**config.mk**
```make
export PLATFORM = sky130hd
export DESIGN_NAME = pipeline_control
export DESIGN_NICKNAME = d
export VERILOG_FILES = /design/src/rtl/pipeline_control_pkg.sv /design/src/rtl/pipeline_control_perf_counters.sv /design/src/rtl/pipeline_control.sv
export SDC_FILE = /design/constraint.sdc
export NUM_CORES = 1
export LEC_CHECK = 0
export CAP_MARGIN = 20
export CORE_MARGIN = 10
export CORE_UTILIZATION = 30
export DETAILED_ROUTE_END_ITERATION = 7
export PLACE_DENSITY = 0.66
export SYNTH_ARGS = -nofsm -noshare
export SYNTH_HDL_FRONTEND = slang
export SYNTH_SLANG_ARGS = --single-unit
```
**constraint.sdc**
```tcl
create_clock -name clk -period 2 [get_ports clk]
set_input_delay 0.2 -clock clk [delete_from_list [all_inputs] [get_ports clk]]
set_output_delay 0.2 -clock clk [all_outputs]
set_load 0.05 [all_outputs]
```
**src/rtl/pipeline_control_pkg.sv**
```systemverilog
// Shared definitions for the pipeline stall/flush sequencer: FSM states,
// stage indices into the valid-bit vector and the default counter width.
package pipeline_control_pkg;

    localparam int CNT_W_DEF = 32;

    localparam int STG_ID  = 0;
    localparam int STG_EX  = 1;
    localparam int STG_MEM = 2;
    localparam int STG_WB  = 3;
    localparam int N_STG   = 4;

    typedef enum logic [2:0] {
        ST_BOOT     = 3'd0,
        ST_RUN      = 3'd1,
        ST_MEM_WAIT = 3'd2,
        ST_DRAIN    = 3'd3,
        ST_HALTED   = 3'd4
    } state_e;

endpackage

```
**src/rtl/pipeline_control_perf_counters.sv**
```systemverilog
// Core performance counters: four wrapping counters with per-counter
// increment strobes and a global freeze used once the core has halted.
module pipeline_control_perf_counters
    import pipeline_control_pkg::*;
#(
    parameter int CNT_W = CNT_W_DEF
) (
    input  logic             clk,
    input  logic             rst_n,
    input  logic             freeze_i,
    input  logic             retire_inc_i,
    input  logic             stall_inc_i,
    input  logic             flush_inc_i,
    output logic [CNT_W-1:0] cycle_cnt_o,
    output logic [CNT_W-1:0] retire_cnt_o,
    output logic [CNT_W-1:0] stall_cnt_o,
    output logic [CNT_W-1:0] flush_cnt_o
);

    logic [CNT_W-1:0] cycle_q, cycle_d;
    logic [CNT_W-1:0] retire_q, retire_d;
    logic [CNT_W-1:0] stall_q, stall_d;
    logic [CNT_W-1:0] flush_q, flush_d;

    always_comb begin
        cycle_d  = cycle_q;
        retire_d = retire_q;
        stall_d  = stall_q;
        flush_d  = flush_q;
        if (!freeze_i) begin
            cycle_d = cycle_q + CNT_W'(1);
            if (retire_inc_i) retire_d = retire_q + CNT_W'(1);
            if (stall_inc_i)  stall_d  = stall_q + CNT_W'(1);
            if (flush_inc_i)  flush_d  = flush_q + CNT_W'(1);
        end
    end

    always_ff @(posedge clk or negedge rst_n) begin
        if (!rst_n) begin
            cycle_q  <= '0;
            retire_q <= '0;
            stall_q  <= '0;
            flush_q  <= '0;
        end else begin
            cycle_q  <= cycle_d;
            retire_q <= retire_d;
            stall_q  <= stall_d;
            flush_q  <= flush_d;
        end
    end

    assign cycle_cnt_o  = cycle_q;
    assign retire_cnt_o = retire_q;
    assign stall_cnt_o  = stall_q;
    assign flush_cnt_o  = flush_q;

endmodule

```
**src/rtl/pipeline_control.sv**
```systemverilog
// Stall/flush sequencer for the 5-stage core: turns hazard, redirect, data
// memory and halt events into pipeline-register enables and stage valid bits.
//
//   state    | meaning
//   BOOT     | one cycle after reset, everything idle
//   RUN      | normal flow, stalls/redirects/halt accept evaluated
//   MEM_WAIT | data access outstanding, whole pipeline frozen
//   DRAIN    | fetch stopped, older instructions (and ECALL) retiring
//   HALTED   | drained and stopped until reset
module pipeline_control
    import pipeline_control_pkg::*;
#(
    parameter int CNT_W = CNT_W_DEF
) (
    input  logic             clk,
    input  logic             rst_n,
    input  logic             hazard_stall,
    input  logic             redirect,
    input  logic             dmem_req,
    input  logic             dmem_ready,
    input  logic             halt_req,
    output logic             pc_we,
    output logic             pc_sel,
    output logic             if_id_we,
    output logic             id_ex_we,
    output logic             ex_mem_we,
    output logic             mem_wb_we,
    output logic             v_id,
    output logic             v_ex,
    output logic             v_mem,
    output logic             v_wb,
    output logic             retire,
    output logic             halted,
    output logic [CNT_W-1:0] cycle_cnt,
    output logic [CNT_W-1:0] retire_cnt,
    output logic [CNT_W-1:0] stall_cnt,
    output logic [CNT_W-1:0] flush_cnt
);

    state_e           state_q, state_d;
    logic             from_drain_q, from_drain_d;
    logic [N_STG-1:0] v_q, v_d;
    logic             run_rules, drain_rules, mem_stall;
    logic             stall_inc, flush_inc;

    assign mem_stall = v_q[STG_MEM] & dmem_req & ~dmem_ready;

    always_comb begin
        state_d      = state_q;
        from_drain_d = from_drain_q;
        v_d          = v_q;
        pc_we        = 1'b0;
        pc_sel       = 1'b0;
        if_id_we     = 1'b0;
        id_ex_we     = 1'b0;
        ex_mem_we    = 1'b0;
        mem_wb_we    = 1'b0;
        halted       = 1'b0;
        stall_inc    = 1'b0;
        flush_inc    = 1'b0;
        run_rules    = 1'b0;
        drain_rules  = 1'b0;

        case (state_q)
            ST_BOOT:     state_d = ST_RUN;
            ST_RUN:      run_rules = 1'b1;
            ST_DRAIN:    drain_rules = 1'b1;
            ST_MEM_WAIT: begin
                if (!dmem_ready) begin
                    stall_inc = 1'b1;
                end else if (from_drain_q) begin
                    drain_rules = 1'b1;
                end else begin
                    run_rules = 1'b1;
                end
            end
            ST_HALTED:   halted = 1'b1;
            default:     state_d = ST_BOOT;
        endcase

        // The ready cycle of MEM_WAIT completes the access, so only a fresh
        // miss seen in RUN/DRAIN enters the freeze.
        if ((state_q == ST_RUN || state_q == ST_DRAIN) && mem_stall) begin
            state_d      = ST_MEM_WAIT;
            from_drain_d = (state_q == ST_DRAIN);
            stall_inc    = 1'b1;
        end else if (run_rules || drain_rules) begin
            id_ex_we     = 1'b1;
            ex_mem_we    = 1'b1;
            mem_wb_we    = 1'b1;
            v_d[STG_ID]  = 1'b1;
            v_d[STG_EX]  = v_q[STG_ID];
            v_d[STG_MEM] = v_q[STG_EX];
            v_d[STG_WB]  = v_q[STG_MEM];
            state_d      = run_rules ? ST_RUN : ST_DRAIN;
            if (drain_rules) begin
                v_d[STG_ID] = 1'b0;
                // halted rises in the cycle the last instruction leaves WB
                if (!(v_d[STG_EX] | v_d[STG_MEM] | v_d[STG_WB])) begin
                    halted  = 1'b1;
                    state_d = ST_HALTED;
                end
            end else begin
                pc_we    = 1'b1;
                if_id_we = 1'b1;
                if (v_q[STG_ID] && hazard_stall) begin
                    pc_we       = 1'b0;
                    if_id_we    = 1'b0;
                    v_d[STG_EX] = 1'b0;
                    stall_inc   = 1'b1;
                end else if (v_q[STG_ID] && redirect) begin
                    pc_sel      = 1'b1;
                    v_d[STG_ID] = 1'b0;
                    flush_inc   = 1'b1;
                end else if (v_q[STG_ID] && halt_req) begin
                    // the fetch behind ECALL must never reach EX
                    v_d[STG_ID] = 1'b0;
                    state_d     = ST_DRAIN;
                end
            end
        end
    end

    always_ff @(posedge clk or negedge rst_n) begin
        if (!rst_n) begin
            state_q      <= ST_BOOT;
            from_drain_q <= 1'b0;
            v_q          <= '0;
        end else begin
            state_q      <= state_d;
            from_drain_q <= from_drain_d;
            v_q          <= v_d;
        end
    end

    assign v_id   = v_q[STG_ID];
    assign v_ex   = v_q[STG_EX];
    assign v_mem  = v_q[STG_MEM];
    assign v_wb   = v_q[STG_WB];
    assign retire = v_q[STG_WB] & mem_wb_we;

    pipeline_control_perf_counters #(
        .CNT_W (CNT_W)
    ) u_perf (
        .clk          (clk),
        .rst_n        (rst_n),
        .freeze_i     (state_q == ST_HALTED),
        .retire_inc_i (retire),
        .stall_inc_i  (stall_inc),
        .flush_inc_i  (flush_inc),
        .cycle_cnt_o  (cycle_cnt),
        .retire_cnt_o (retire_cnt),
        .stall_cnt_o  (stall_cnt),
        .flush_cnt_o  (flush_cnt)
    );

endmodule

```
==> results.py <==
metrics = {
    "run_status": {
        "outcome": "finished, violations left",
        "violations": "setup timing",
    },
    "synthesis": {
        "synth_simple_gate_area_share_pct": 22.0,
        "synth_compound_area_share_pct": 2.57,
        "synth-edff-count": 0,
        "ys_seq_area_share_pct": 54.1,
        "synth_ff_type": "dfrtp_1",
        "synth_top_family_by_area": "simple AND/OR/NAND/NOR gates",
        "muxShareOfSynthArea_pct": 1.07,
        "synth_fp_nets": 589,
        "avgSynthCellArea_um2": 10.9,
        "ys_types": 47,
        "synth.ff_latch_count": 136,
        "synth_cells": 578,
        "synthArstFlopShare_pct": 100,
        "yosysWarningCount": 0,
        "synth_fa_ha_area_share_pct": 0.796,
        "synth_xor_area_share_pct": 17.3,
        "synth_area_mm2": 0.00629,
    },
    "global_route": {
        "overflow": 0,
        "grt_max_degree": 45,
        "grt_pass1_wl_mm": 27.3,
        "grt_pass1_vias": 4990,
        "antenna_found_initial": 1,
        "grt_usage_pct": 12.7,
    },
    "drt": {
        "dr.pass1.iters": 4,
        "drt.antenna.violating_nets": 0,
        "drt-initial-drc-count": 188,
        "wirelength_mm": 17.3,
        "route.detailed.drc": 0,
        "avgViaCountPerCell": 4.67,
        "via_count": 5054,
        "routedWlPerCell_um": 16.0,
    },
    "floorplan": {
        "io_pins": 147,
        "core_mm2": 0.0204,
        "initial_core_util_pct": 30.8,
        "num_rows": 52,
        "die_area_mm2": 0.0271,
        "dieWidth_um": 165,
        "die_y_um": 165,
    },
    "sta": {
        "tns_ns": -1.09,
        "maxSlewHeadroom_pct": 60.2,
        "rsz0062_at_grt": "true",
        "finalCriticalPeriod_ns": 2.19,
        "finalMaxSlewViolations": 0,
        "setup_viol": 25,
        "skew_ns": 0.0116,
        "tightest_slew_ns": 0.595,
        "hold_viol_final": 0,
        "clock.fmax_mhz": 457,
        "fin_crit_sh_pct": 109,
        "worst_slack_ns": -0.186,
    },
    "setup_path": {
        "r2r_cells": 6,
        "cp_num_buf_inv": 2,
        "cp_cell_sequence": "buf_6 > a21oi_2 > or3_4 > or4_4 > nand2_4 > buf_12",
        "critical_path_depth": 6,
        "cpPeakStageDelay_ns": 0.46,
        "cp_data_arrival_time_ns": 1.99,
        "cp_slowest_cell": "or4_4",
        "critPathLaunchType": "flop",
        "r2r_end": "u_perf.stall_cnt_o[1]",
        "endpoint_kind": "output port",
        "worstSetupEndpoint": "halted",
        "required_ns": 1.80,
        "crit_start": "state_q[0]",
        "cpLargestDelayFamily": "simple AND/OR/NAND/NOR gates",
        "rr_startpoint": "state_q[0]",
        "rrSetupSlack_ns": -0.10,
        "critPathMaxFanout": 5,
        "path_class": "reg -> out",
    },
    "place": {
        "dp_hpwl_mm": 12.8,
        "dpl.cell_count": 1039,
        "gp_congestion": 0.803,
        "io_buffers": 146,
        "postPlaceCellArea_mm2": 0.00870,
    },
    "clock_network": {
        "htreeDepth": 4,
        "tritoncts": "built",
        "clock_latency_ns": 0.42,
        "clk_path_buf_depth": 2,
        "ctsRootBufferMaster": "clkbuf_16",
        "numCtsBuffers": 17,
        "cts.sinks": 136,
        "cts.clk_slew.worst_paths_ns": 0.06,
    },
    "pwr": {
        "power.leakage_uw": 0.00423,
        "power_density_mw_per_mm2": 1260,
        "p_total_uw": 12100,
        "ir_drop_v": 0.00117,
    },
    "final_layout": {
        "layout.cells.non_filler": 1082,
        "area_delta_synth_final_pct": 53.1,
        "final_layout_size_suffix_gt1_share_pct": 22.4,
        "mostFrequentLayoutCells": "clkdlybuf4s50_1 (130), dfrtp_1 (108), xnor2_1 (70), nand2_1 (65), buf_4 (56)",
        "final_cell_area_mm2": 0.00962,
        "nets": 809,
        "final_common_cell": "clkdlybuf4s50_1",
    },
    "flow_run": {
        "maxCapViolations": 0,
    },
    "worst_hold_path": {
        "hold_class": "in -> async",
    },
}
[flip-flops by register name, indices dropped and copies added, names as in the netlist]
register	flops
v_q	4
state_q	3
u_perf.flush_cnt_o	32
from_drain_q	1
u_perf.retire_cnt_o	32
u_perf.cycle_cnt_o	32
u_perf.stall_cnt_o	32
[synthesized netlist by cell type, types with 3 or more instances]
cell	count	area (um2)
dfrtp_1	136	3400
xnor2_1	70	613
nand2_1	66	248
xor2_1	54	473
nand3_1	39	195
nor2_1	35	131
nor3_1	24	120
nand4_1	23	144
and3_1	20	125
inv_1	15	56.3
and4_1	12	105
nor4_1	12	75.1
mux2_2	6	67.6
and2_1	5	31.3
clkbuf_1	5	18.8
a21oi_1	4	20.0
buf_2	4	20.0
ha_1	4	50.1
buf_4	3	22.5
nand2b_1	3	18.8
nand3b_1	3	22.5
or4_1	3	22.5
[cell families after synthesis]
kind of cell,after synthesis
compound gates,19
xor+xnor,124
fa+ha+maj,4
buf+inv,29
flops,136
mux,6
simple gates,260
[report_power, final]
part           internal, uW  total, uW  switching [uW]  leakage (uW)
combinational          2160       5030            2870       0.00217
sequential             3150       3610             460       0.00173
clock                  2280       3500            1220      0.000320
total                  7590      12100            4550       0.00423
[layout make-up]
class                           count  area [um2]
Antenna cell                        1        2.50
Clock buffer                       20         457
Clock inverter                     12         199
Fill cell                        1869       10800
Inverter                           15        56.3
Multi-Input combinational cell    413        2950
Sequential cell                   136        3440
Tap cell                          270         338
Timing Repair Buffer              215        2180
[stage by stage]
| stage | hold slack, ns | util (%) | setup slack [ns] |
|---|---|---|---|
| after detailed placement | 0.151 | 42.6 | -0.196 |
| after global routing | 0.295 | 47.1 | -0.258 |
| after CTS | 0.273 | 46.4 | -0.213 |
| after global placement | 0.148 | 42.6 | -0.197 |
| final | 0.270 | 47.1 | -0.186 |
| after floorplan | -0.0956 | - | -0.537 |
[worst min-delay path by stage]
stage / end / from
6_report: u_perf.retire_cnt_o[31] / rst_n
5_1_grt: u_perf.retire_cnt_o[31] / rst_n
4_1_cts: u_perf.retire_cnt_o[31] / rst_n
3_5_place_dp: u_perf.retire_cnt_o[31] / rst_n
3_3_place_gp: u_perf.retire_cnt_o[30] / rst_n
2_1_floorplan: from_drain_q / rst_n
[layer usage]
layer | wire length (um) | vias up | track usage, %
li1 | - | 2456 | -
met1 | 7650 | 2478 | 15.7
met2 | 8240 | 102 | 20.2
met3 | 1150 | 18 | 4.73
met4 | 273 | 0 | 3.86
met5 | 0 | - | 0
[timing repair]
item | in CTS | in global routing
pin swaps | 6 | 1
resized for setup | 18 | 24
buffers inserted | 6 | 2
hold buffers | 1 | 0
endpoints found under the setup margin | 12 | 45
endpoints found under the hold margin | 37 | 0
gates cloned | 0 | 1
Note: power is estimated with default switching activity, not from simulation.
